===== config.mk =====
export PLATFORM = sky130hd
export DESIGN_NAME = elevator_plant
export DESIGN_NICKNAME = d
export VERILOG_FILES = /design/src/rtl/elevator_plant.sv
export SDC_FILE = /design/constraint.sdc
export NUM_CORES = 1
export LEC_CHECK = 0
export CORE_MARGIN = 1.5
export CORE_UTILIZATION = 40
export DETAILED_ROUTE_END_ITERATION = 10
export HOLD_SLACK_MARGIN = 0.02
export SLEW_MARGIN = 0
export SYNTH_ARGS = -nofsm -noshare
export SYNTH_HDL_FRONTEND = slang
export SYNTH_SLANG_ARGS = --single-unit

===== constraint.sdc =====
create_clock -name clk -period 5.8 [get_ports clk]
set_input_delay 0.87 -clock clk [delete_from_list [all_inputs] [get_ports clk]]
set_output_delay 0.87 -clock clk [all_outputs]
set_load 0.05 [all_outputs]

===== src/rtl/elevator_plant.sv =====
// Car-and-shaft model closing the loop around the four-floor elevator core.
// Registered sensors and status; position tracked as floor index plus sub-floor step count.
module elevator_plant #(
  parameter int TRAVEL_CYCLES = 8,
  parameter int DOOR_CYCLES   = 4,
  parameter int START_FLOOR   = 0
) (
  input  logic       clk,
  input  logic       reset,
  input  logic       up,
  input  logic       down,
  input  logic       stop,
  input  logic       open_door,
  output logic       S1,
  output logic       S2,
  output logic       S3,
  output logic       S4,
  output logic [1:0] position,
  output logic       moving,
  output logic       door_is_open,
  output logic       fault
);
  typedef enum logic [1:0] {AT_FLOOR, MOVING, DOOR_OPEN} state_t;

  localparam logic [7:0] SUB_MAX   = 8'(TRAVEL_CYCLES - 1);
  localparam logic [7:0] DOOR_LOAD = 8'(DOOR_CYCLES);
  localparam logic [1:0] FLOOR0    = 2'(START_FLOOR);

  state_t     state, state_nxt;
  logic [1:0] floor, floor_nxt;
  logic [7:0] sub, sub_nxt;
  logic [7:0] timer, timer_nxt;
  logic       fault_nxt;
  logic       go_up, go_down, aligned, moved;

  always_comb begin
    go_up     = up & ~down & ~stop;
    go_down   = down & ~up & ~stop;
    aligned   = (sub == 8'd0);
    state_nxt = state;
    floor_nxt = floor;
    sub_nxt   = sub;
    timer_nxt = timer;
    fault_nxt = fault | (up & down);
    case (state)
      DOOR_OPEN: begin
        if (up | down)
          fault_nxt = 1'b1;
        if (timer != 8'd0)
          timer_nxt = timer - 8'd1;
        // Timer reaching zero on this edge already counts as expired.
        if (timer_nxt == 8'd0 && !open_door)
          state_nxt = AT_FLOOR;
      end
      default: begin
        if (go_up) begin
          if (aligned && floor == 2'd3) begin
            fault_nxt = 1'b1;
          end else if (sub == SUB_MAX) begin
            sub_nxt   = 8'd0;
            floor_nxt = floor + 2'd1;
          end else begin
            sub_nxt = sub + 8'd1;
          end
        end else if (go_down) begin
          if (aligned && floor == 2'd0) begin
            fault_nxt = 1'b1;
          end else if (aligned) begin
            floor_nxt = floor - 2'd1;
            sub_nxt   = SUB_MAX;
          end else begin
            sub_nxt = sub - 8'd1;
          end
        end else if (open_door && aligned) begin
          state_nxt = DOOR_OPEN;
          timer_nxt = DOOR_LOAD;
        end
        if (open_door && !aligned)
          fault_nxt = 1'b1;
        if (state_nxt != DOOR_OPEN)
          state_nxt = (sub_nxt == 8'd0) ? AT_FLOOR : MOVING;
      end
    endcase
  end

  assign moved = (floor_nxt != floor) || (sub_nxt != sub);

  always_ff @(posedge clk or negedge reset) begin
    if (!reset) begin
      state        <= AT_FLOOR;
      floor        <= FLOOR0;
      sub          <= 8'd0;
      timer        <= 8'd0;
      S1           <= (FLOOR0 == 2'd0);
      S2           <= (FLOOR0 == 2'd1);
      S3           <= (FLOOR0 == 2'd2);
      S4           <= (FLOOR0 == 2'd3);
      position     <= FLOOR0;
      moving       <= 1'b0;
      door_is_open <= 1'b0;
      fault        <= 1'b0;
    end else begin
      state        <= state_nxt;
      floor        <= floor_nxt;
      sub          <= sub_nxt;
      timer        <= timer_nxt;
      S1           <= (sub_nxt == 8'd0) && (floor_nxt == 2'd0);
      S2           <= (sub_nxt == 8'd0) && (floor_nxt == 2'd1);
      S3           <= (sub_nxt == 8'd0) && (floor_nxt == 2'd2);
      S4           <= (sub_nxt == 8'd0) && (floor_nxt == 2'd3);
      position     <= floor_nxt;
      moving       <= moved;
      door_is_open <= (state_nxt == DOOR_OPEN);
      fault        <= fault_nxt;
    end
  end
endmodule

==> impl_results.md, run 1 <==
- Outcome: complete, no violations
- Post-cts sizing count: 0
- Later-pin clock latency in the skew report: 0.29 ns
- Peak VDD IR: 154 µV
- Primary FF master, synth: dfrtp_1
- Share of the yosys chip area belonging to registers: 31.7%
- Data arrival at the endpoint of the critical path: 3.49 ns
- Slew at the pin with the worst max-slew slack: 1.08 ns
- Synth Net Count: 257
- Sinks on the clock net: 27
- Total of buffers placed on input and output ports: 14
- Setup TNS after final layout: 0 ns
- Overall track demand over capacity in global routing: 19.5%
- DRC violations left: 0
- Total number of H-tree levels: 1
- Worst hold path type: reg -> reg
- Number of detailed-route iterations in the first pass: 4
- Average size of a mapped cell: 8.72 µm²
- Initial DRC count: 159
- Power density over the cells: 369 nW/µm²
- Global route total overflow: 0
- Synth Warn #: 0
- Crit path max fanout: 7
- Post-route cell area: 2360 µm²
- Number of global-route vias before repair: 1740
- Width of the chip: 76.1 µm
- Row count: 26
- Xor/xnor cell area share of the yosys netlist: 3.28%
- Post-synth EDFFs: 0
- Clock Path Buffers: 2
- WL final: 5370 µm
- Category of the worst setup path launch point: input pin
- Largest family of logic cells by synthesized area: simple AND/OR/NAND/NOR gates
- Fraction of layout cells with a size suffix above 1: 8.80%
- Unrepaired setup endpoints after global routing: no
- Placer Congestion: 0.891
- Distinct cell type count after synthesis: 66
- Fmax achieved: 304 MHz
- Routed vias: 1940
- Tmin final: 3.29 ns
- Synthesis-to-finish area growth: 10.2%
- Clk root buf: clkbuf_8
- Initial antenna violation count: 0
- Post-Syn Area: 2140 µm²
- Post-synthesis mux area share: 1.93%
- Fraction of the mapped netlist area in compound gates: 24.0%
- Rel. slew slack: 28.1%
- Gate count of the mapped netlist: 245
- Type of the worst setup path: in -> reg
- Overall power after layout: 870 µW
- Pin count of the biggest net entering global routing: 28
- Count of cells along the worst hold path: 1
- Floorplan Core Area: 5140 µm²
- Number of hold buffers added after CTS: 0
- Final clock period utilization by the worst path: 56.7%
- Adder-cell share of the synthesized area: 3.51%
- Critical path capture point type: flip-flop
- Count of cells along the worst register-to-register path: 8
- Leakage power: 0.916 nW
- Area after detailed placement: 2310 µm²
- Clock transition at the register clock pins on the worst setup and hold paths after CTS: 0.11 ns
- Net count, final: 263
- Top-level I/O count: 15
- Final Hold Viols: 0
- Simple-gate share of the synthesized area: 30.1%
- Routed wirelength normalized by instance count: 16.8 µm
- Vias per Instance: 6.06
- Number of clock buffers inserted by TritonCTS: 3
- Fraction of registers with async set or reset after synthesis: 100%
- Routed Antenna Nets: 0
- Die outline height: 76.1 µm
- Setup fix buffers added after clock tree synthesis: 0
- Data required time at the worst endpoint: 6.00 ns
- Antenna cells: 0
- HPWL reported at the end of detailed placement: 3830 µm
- Effective utilization at floorplan: 41.6%
- Setup violation total in the final timing report: 0
- TritonCTS clock tree: built
- First-pass GRT wire length: 9090 µm
- Register bit count reported by yosys: 27
- Maximum clock skew at final layout: 0.00400 ns
- Die area: 5790 µm²
- Max-Cap Viols: 0
- Count of final max-slew check failures: 0
## final timing paths
kind,startpoint,endpoint,slack [ns]
setup / recovery,up,S3,2.51
hold / removal,fault,fault,0.49
setup reg to reg,sub[0],S2,2.79
hold reg to reg,fault,fault,0.49
max in group asynchronous,reset,S1,4.53
min in group asynchronous,reset,fault,0.95
## report_power, final
group / switching [mW] / total [mW] / internal [mW]
sequential: 0.108 / 0.348 / 0.240
clock: 0.0710 / 0.120 / 0.0491
combinational: 0.232 / 0.401 / 0.169
## cells in the mapped netlist (all sizes together) (6+ instances only)
library cell / n / area share (%)
nor2: 23 / 4.0
nor4: 6 / 2.5
o211ai: 6 / 2.1
a21oi: 8 / 1.9
o21ai: 14 / 3.3
nand2: 19 / 3.3
nand3: 7 / 1.6
ha: 6 / 3.5
dfrtp: 26 / 30
inv: 12 / 2.1
clkbuf: 10 / 1.8
nor2b: 6 / 1.8
## sequential cells by signal (all words and copies together), names as in the netlist
signal / cells
S1: 1
S4: 1
state: 2
sub: 8
S2: 1
moving: 1
door_is_open: 1
S3: 1
timer: 8
fault: 1
floor: 2
## critical path, cell delays in order
cell             delay [ns]
clkdlybuf4s50_1        0.59
nor3b_1                0.81
and4_1                 0.38
o21ai_0                0.13
a21boi_0               0.20
nand4bb_1              0.24
nor4b_2                0.27
## layout make-up
type / instances / area [µm²]
inverters: 12 / 45.0
multi-input cells: 191 / 1340
flip-flops and latches: 27 / 677
repair buffers: 16 / 155
well taps: 70 / 87.6
clock inverters: 1 / 7.51
clock buffers: 3 / 41.3
fillers: 529 / 2780
## cell usage in the layout (no fill, tap or decap), types with 4 or more instances in the layout
cell type / instances
ha_1: 6
nor4_1: 5
a31oi_1: 5
and2_1: 4
o211ai_1: 6
nor3b_1: 5
clkdlybuf4s50_1: 14
nor3_1: 4
nand3_1: 7
nor2_1: 23
nand2_1: 19
and3_1: 4
dfrtp_1: 26
a21oi_1: 8
xnor2_1: 5
inv_1: 12
o21ai_0: 14
nor2b_1: 6
## logic make-up after synthesis
kind of cell / Yosys count
buffers and inverters: 27
AO/OA/AOI/OAI: 68
multiplexers: 4
flip-flops: 27
XOR/XNOR: 8
adder cells (fa/ha/maj): 6
AND/OR/NAND/NOR: 105
## metal layers
| layer | vias up | global-route usage (%) | wire length [µm] |
|---|---|---|---|
| li1 | 934 | - | - |
| met1 | 932 | 28.4 | 2610 |
| met2 | 65 | 29.0 | 2350 |
| met3 | 9 | 2.75 | 305 |
| met4 | 0 | 7.22 | 99 |
| met5 | - | 0 | 0 |
## per-stage QoR
| stage | worst slack (ns) | hold WS (ns) | instances | utilization, % |
|---|---|---|---|---|
| finish | 2.51 | 0.487 | 320 | 45.8 |
| global route | 2.22 | 0.526 | 320 | 45.8 |
| CTS | 2.55 | 0.499 | 320 | 45.8 |
| detailed placement | 2.25 | 0.472 | 316 | 44.9 |
| global placement | 2.30 | 0.449 | 316 | 44.9 |
| floorplan | 3.11 | 0.490 | 245 | - |
Note: power is estimated with default switching activity, not from simulation.
==> run 2: changes to the inputs <==
Clock period 5.8 ns to 2.6 ns, I/O delays scaled along.
==> impl_results.md, run 2 (synthesized netlist as in run 1, its figures left out) <==
- Routed vias: 2117 (was 1940)
- Critical path capture point type: flip-flop (unchanged)
- Clk root buf: clkbuf_8 (unchanged)
- HPWL reported at the end of detailed placement: 4320 µm (was 3830 µm)
- Initial antenna violation count: 0 (unchanged)
- Highest-count cells in the layout ignoring fill and taps: 47 x buf_4, 25 x dfrtp_1, 22 x nor2_1 (was 26 x dfrtp_1, 23 x nor2_1, 19 x nand2_1)
- Largest registers ranked by flip-flop count: sub (8), timer (8) (unchanged)
- Filler Cell Count: 491 (was 529)
- Width of the chip: 76.1 µm (unchanged)
- TritonCTS clock tree: built (unchanged)
- Reg2Reg Setup Slack: 0.12 ns (was 2.79 ns)
- Fraction of layout cells with a size suffix above 1: 26.0% (was 8.80%)
- Maximum clock skew at final layout: 0.00976 ns (was 0.00400 ns)
- Total number of H-tree levels: 1 (unchanged)
- Sequential cell area in the final layout: 678 µm² (was 677 µm²)
- Slew at the pin with the worst max-slew slack: 0.497 ns (was 1.08 ns)
- Row count: 26 (unchanged)
- Outcome: complete, no violations (unchanged)
- Data required time at the worst endpoint: 2.77 ns (was 6.00 ns)
- Die outline height: 76.1 µm (unchanged)
- Number of clock buffers inserted by TritonCTS: 3 (unchanged)
- Count of cells along the worst register-to-register path: 7 (was 8)
- Routed wirelength normalized by instance count: 16.1 µm (was 16.8 µm)
- Die area: 5790 µm² (unchanged)
- Number of detailed-route iterations in the first pass: 4 (unchanged)
- Net count, final: 309 (was 263)
- Data arrival at the endpoint of the critical path: 2.68 ns (was 3.49 ns)
- Global route total overflow: 0 (unchanged)
- Effective utilization at floorplan: 41.6% (unchanged)
- Rel. slew slack: 66.8% (was 28.1%)
- Total of buffers placed on input and output ports: 14 (unchanged)
- Pin count of the biggest net entering global routing: 28 (unchanged)
- First-pass GRT wire length: 9730 µm (was 9090 µm)
- Antenna cells: 0 (unchanged)
- Clock transition at the register clock pins on the worst setup and hold paths after CTS: 0.11 ns (about the same)
- Most common cell after layout, fill and taps aside: buf_4 (was dfrtp_1)
- Sinks on the clock net: 27 (unchanged)
- DRC violations left: 0 (unchanged)
- Final core utilization: 54.0% (was 45.8%)
- Top-level I/O count: 15 (unchanged)
- Type of the worst setup path: in -> reg (unchanged)
- Overall track demand over capacity in global routing: 20.8% (was 19.5%)
- Placer Congestion: 0.936 (was 0.891)
- Max-Cap Viols: 0 (unchanged)
- Peak VDD IR: 427 µV (was 154 µV)
- WL final: 5910 µm (was 5370 µm)
- Final Hold Viols: 0 (unchanged)
- Count of final max-slew check failures: 0 (unchanged)
- Tmin final: 2.51 ns
- Number of global-route vias before repair: 1961 (was 1740)
- Power density over the cells: 810 nW/µm² (was 369 nW/µm²)
- Worst hold path type: in -> async (was reg -> reg)
- Leakage power: 1.18 nW (was 0.916 nW)
- Routed Antenna Nets: 0 (unchanged)
- Later-pin clock latency in the skew report: 0.29 ns (about the same)
- Fmax achieved: 398 MHz
- Final clock period utilization by the worst path: 96.5%
- Clock Path Buffers: 2 (unchanged)
- Floorplan Core Area: 5140 µm² (unchanged)
- Category of the worst setup path launch point: input pin (unchanged)
- Setup violation total in the final timing report: 0 (unchanged)
- Crit path max fanout: 11 (was 7)
- Synthesis-to-finish area growth: 29.9% (was 10.2%)
- Area of the multi-input gates: 1420 µm² (was 1340 µm²)
- Initial DRC count: 165 (was 159)
- Overall power after layout: 2.25 mW (was 870 µW)
- Vias per Instance: 5.78 (was 6.06)
[run 2: layout make-up]
type	instances	area share (%)
Timing Repair Buffer	61	17.8
Sequential cell	27	24.4
Inverter	12	1.62
Clock inverter	1	0.270
Tap cell	70	3.15
Clock buffer	3	1.49
Multi-Input combinational cell	192	51.3
[run 2: metrics by stage]
stage                      TNS, ns  hold slack (ns)  setup WS [ns]  cell area, µm²  std cells
after CTS                        0            0.483        0.00787            2660        360
after global placement      -0.599            0.452         -0.164            2610        356
after detailed placement    -0.748            0.451         -0.199            2610        356
after floorplan                  0           0.0944       0.000392            2140        245
after global routing      -0.00941            0.502       -0.00941            2780        366
final                            0            0.472         0.0903            2780        366
[run 2: timing repair]
action | 4_1_cts | 5_1_grt
resized for setup | 1 | 14
pin swaps | 1 | 4
setup buffers | 0 | 5
gates cloned | 0 | 1
hold buffers | 0 | 0
endpoints found under the setup margin | 4 | 4
[run 2: metal layers]
| layer | up-vias | part of all wire (%) | track usage [%] |
|---|---|---|---|
| li1 | 1024 | - | - |
| met1 | 1010 | 45 | 29.2 |
| met2 | 77 | 46 | 33.8 |
| met3 | 6 | 7.5 | 2.04 |
| met4 | 0 | 1.0 | 6.48 |
| met5 | - | 0 | 0 |
[run 2: worst paths after layout]
kind,end,start
min reg2reg,fault,fault
min,moving,reset
max reg2reg,S3,sub[6]
max in group asynchronous,S1,reset
min in group clk,fault,fault
max,S2,up
[run 2: critical path: stages]
cell	delay, ns
clkdlybuf4s50_1	0.49
or3b_2	0.60
or4_1	0.57
a31oi_1	0.19
o31a_1	0.17
nand4b_4	0.18
nor4_2	0.06
[run 2: report_power, final]
part | internal [mW] | switching [mW]
Sequential | 0.538 | 0.175
Clock | 0.109 | 0.153
Combinational | 0.582 | 0.691
Total | 1.23 | 1.02
==> run 3: changes to the inputs <==
Settings changed: CTS_BUF_LIST set to sky130_fd_sc_hd__clkbuf_8, GPL_ROUTABILITY_DRIVEN set to 0.
==> impl_results.md, run 3 (synthesized netlist as in run 1, its figures left out) <==
- Outcome: complete, no violations (unchanged)
- Width of the chip: 76.1 µm (unchanged)
- Final cell count without fillers: 364 (was 366)
- Crit path max fanout: 11 (unchanged)
- Global route total overflow: 0 (unchanged)
- Pin count of the biggest net entering global routing: 28 (unchanged)
- Initial antenna violation count: 0 (unchanged)
- Vias per Instance: 5.71 (was 5.78)
- Routed Antenna Nets: 0 (unchanged)
- Number of global-route vias before repair: 1979 (was 1961)
- Total length of routed met2 wires: 2650 µm (was 2740 µm)
- Final clock period utilization by the worst path: 96.0% (was 96.5%)
- Total number of H-tree levels: 1 (unchanged)
- Die outline height: 76.1 µm (unchanged)
- Final critical-path setup slack: 0.103 ns (was 0.0903 ns)
- Maximum clock skew at final layout: 0.00722 ns (was 0.00976 ns)
- WL final: 5760 µm (was 5910 µm)
- Setup violation total in the final timing report: 0 (unchanged)
- Row count: 26 (unchanged)
- Placed Instances: 358 (was 356)
- Final core utilization: 54.0% (about the same)
- Data arrival at the endpoint of the critical path: 2.69 ns (was 2.68 ns)
- Type of the worst setup path: reg -> reg (was in -> reg)
- Total of buffers placed on input and output ports: 14 (unchanged)
- Highest-count cells in the layout ignoring fill and taps: 46 x buf_4, 26 x dfrtp_1, 22 x nor2_1 (was 47 x buf_4, 25 x dfrtp_1, 22 x nor2_1)
- Setup TNS after final layout: 0 ns (unchanged)
- TritonCTS clock tree: built (unchanged)
- Top routing layer in use: met4 (unchanged)
- Sinks on the clock net: 27 (unchanged)
- Number of hold buffers added after CTS: 0 (unchanged)
- Worst hold path type: in -> async (unchanged)
- Max-Cap Viols: 0 (unchanged)
- Number of detailed-route iterations in the first pass: 4 (unchanged)
- Final Hold Viols: 0 (unchanged)
- First-pass GRT wire length: 9630 µm (was 9730 µm)
- Fmax achieved: 401 MHz (was 398 MHz)
- Clk root buf: clkbuf_8 (unchanged)
- Pre-CTS setup slack: -0.210 ns (was -0.199 ns)
- Net count, final: 307 (was 309)
- HPWL reported at the end of detailed placement: 4310 µm (was 4320 µm)
- Routed vias: 2079 (was 2117)
- Metal-1 WL: 2710 µm (was 2660 µm)
- Later-pin clock latency in the skew report: 0.28 ns (was 0.29 ns)
- Number of clock buffers inserted by TritonCTS: 3 (unchanged)
- Critical path capture point type: flip-flop (unchanged)
- Slew at the pin with the worst max-slew slack: 0.509 ns (was 0.497 ns)
- Count of final max-slew check failures: 0 (unchanged)
- Largest registers ranked by flip-flop count: sub (8), timer (8) (unchanged)
- Rel. slew slack: 65.9% (was 66.8%)
- Effective utilization at floorplan: 41.6% (unchanged)
- Initial DRC count: 129 (was 165)
- Floorplan Core Area: 5140 µm² (unchanged)
- Top-level I/O count: 15 (unchanged)
- Category of the worst setup path launch point: flip-flop (was input pin)
- Peak VDD IR: 450 µV (was 427 µV)
- Tmin final: 2.50 ns (was 2.51 ns)
- Overall track demand over capacity in global routing: 20.4% (was 20.8%)
- Data required time at the worst endpoint: 2.80 ns (was 2.77 ns)
- Antenna cells: 0 (unchanged)
- Leakage power: 1.16 nW (was 1.18 nW)
- Clock transition at the register clock pins on the worst setup and hold paths after CTS: 0.11 ns (about the same)
- Die area: 5790 µm² (unchanged)
- Power density over the cells: 807 nW/µm² (was 810 nW/µm²)
- Fraction of layout cells with a size suffix above 1: 25.2% (was 26.0%)
- Detail Route met3 WL: 315 µm (was 445 µm)
- Most common cell after layout, fill and taps aside: buf_4 (unchanged)
- Clock Path Buffers: 2 (unchanged)
- Synthesis-to-finish area growth: 29.9% (about the same)
- Routed wirelength normalized by instance count: 15.8 µm (was 16.1 µm)
- DRC violations left: 0 (unchanged)
run 3: final timing paths:
kind / start / depth (start not counted) / endpoint / slack [ns]
max: sub[5] / 6 / S3 / 0.10
min: reset / 2 / moving / 0.48
max reg2reg: sub[5] / 6 / S3 / 0.10
min reg2reg: fault / 1 / fault / 0.48
max in group asynchronous: reset / 2 / S1 / 1.81
min in group clk: fault / 1 / fault / 0.48
run 3: per-layer routing:
layer / up-vias / track usage (%)
li1: 1021 / -
met2: 55 / 33.0
met5: - / 0
met3: 6 / 2.28
met4: 0 / 4.81
met1: 997 / 29.2
run 3: layout make-up:
cell class                 count  area, µm²
fill                         492       2360
tap                           70       87.6
clock buffer                   3       41.3
multi-input combinational    191       1430
sequential                    27        677
clock inverter                 1       7.51
timing repair buffer          60        485
inverter                      12       45.0
run 3: worst max-delay path, cell delays in order, from the launching register on:
cell and delay, ns:
dfrtp_1 0.42, or4_4 0.63, o31a_1 0.28, o311a_1 0.37, a21boi_2 0.24, nand4b_4 0.19
nor4b_4 0.28
run 3: repair_timing:
item                       CTS  global route
setup endpoints to repair    2             4
pin swaps                    0             3
setup buffers                0             2
gates resized for setup      1            15
run 3: power breakdown:
group | switching, mW | total (mW) | internal [mW] | leakage [nW]
registers | 0.152 | 0.688 | 0.537 | 0.315
clock network | 0.150 | 0.259 | 0.109 | 0.0217
logic | 0.711 | 1.29 | 0.580 | 0.822
run 3: per-stage QoR:
| stage | area (µm²) | hold WS (ns) | power, mW |
|---|---|---|---|
| floorplan | 2140 | 0.0944 | 1.46 |
| global placement | 2620 | 0.450 | 1.83 |
| detailed placement | 2620 | 0.456 | 1.83 |
| CTS | 2670 | 0.486 | 2.11 |
| global route | 2780 | 0.513 | 2.41 |
| finish | 2780 | 0.475 | 2.24 |
==> RTL change (config.mk and constraints of run 3) <==
`TRAVEL_CYCLES`: 8 -> 7.
--- a/src/rtl/elevator_plant.sv
+++ b/src/rtl/elevator_plant.sv
@@ -3,3 +3,3 @@
 module elevator_plant #(
-  parameter int TRAVEL_CYCLES = 8,
+  parameter int TRAVEL_CYCLES = 7,
   parameter int DOOR_CYCLES   = 4,
Formal check against the unedited RTL: not equivalent (a bounded check fails within 10 cycles, from zero or initial values and one cycle with reset low).
==> RTL change against run 3 <==
Sequential cell count unchanged; global-route usage decreased by 0.94 points; via count decreased by 9.6%; first-iteration DRC count decreased by 26%; synthesized area decreased by 5.4%; design area decreased by 10%; fmax increased by 0.28%; clock skew decreased by 0.87 ps; total power decreased by 5.0%; wire length decreased by 12%; setup slack improved by 7.0 ps; critical path type unchanged; largest power group unchanged; highest routed layer unchanged.
==> RTL change: results <==
[place]
place_ws_ps = -112
post_dp_cell_area_sq_mm = 0.00243
dp_hpwl_microns = 3850

[route]
wl_met2_microns = 2420
wl_per_cell_microns = 15.1
met3_length_microns = 212
wl_met1_microns = 2430
first_iter_violations = 96

[worst_setup_path]
critical_path_peak_fanout = 6
slowest_stage = or3b_2

[final_layout]
layout.nets = 285
clkCellAreaFrac_pct = 1.81
buffers = 49
fillers = 463
multi_input_area_share_pct = 49.8
fin_cells = 338

[logic_synthesis]
syn_nets = 244
synthCells = 231
synth_compound_area_share_pct = 23.6
ys_types = 64
synth_commonest_cells = 26 x dfrtp_1, 26 x nor2_1, 19 x nand2_1
seq_area_frac_synth_pct = 33.5
synth_mux_area_share_pct = 1.49
synth_xor_area_share_pct = 4.33

[timing]
relSlewSlack_pct = 65.9

[clock_tree]
cts_resized = 0
path_clk_slew_ps = 90

[min_path]
worstHoldPathType = flip-flop to flip-flop

[outcome]
outcome = finished clean

[power]
power_per_cell_area_mw_per_mm2 = 855
p_leak_nw = 1.05

[grt]
first_global_vias = 1700
RTL change: worst paths after layout:
check | startpoint | end | slack (ps) | depth (start not counted)
worst max register to register | sub[0] | S3 | 110 | 9
worst min-delay path | fault | fault | 470 | 1
worst min register to register | fault | fault | 470 | 1
min in group asynchronous | reset | fault | 480 | 2
max in group asynchronous | reset | S1 | 1810 | 2
worst max-delay path | sub[0] | S3 | 110 | 9
RTL change: logic make-up after synthesis:
group	Yosys count
and+or+nand+nor	97
xor gates and xnor gates	10
muxes	3
DFF	27
buffers and inverters	24
AOI/OAI and AO/OA	63
adders and majority gates	7
RTL change: routing by layer:
layer / up-vias / GRT usage (%)
li1: 928 / -
met1: 898 / 28.1
met2: 49 / 31.6
met3: 4 / 2.85
met4: 0 / 2.47
met5: - / 0
RTL change: power by group:
part	switching (mW)	total [mW]	internal [mW]
clock	0.121	0.227	0.106
sequential	0.160	0.706	0.546
combinational	0.680	1.19	0.514
total	0.961	2.13	1.17
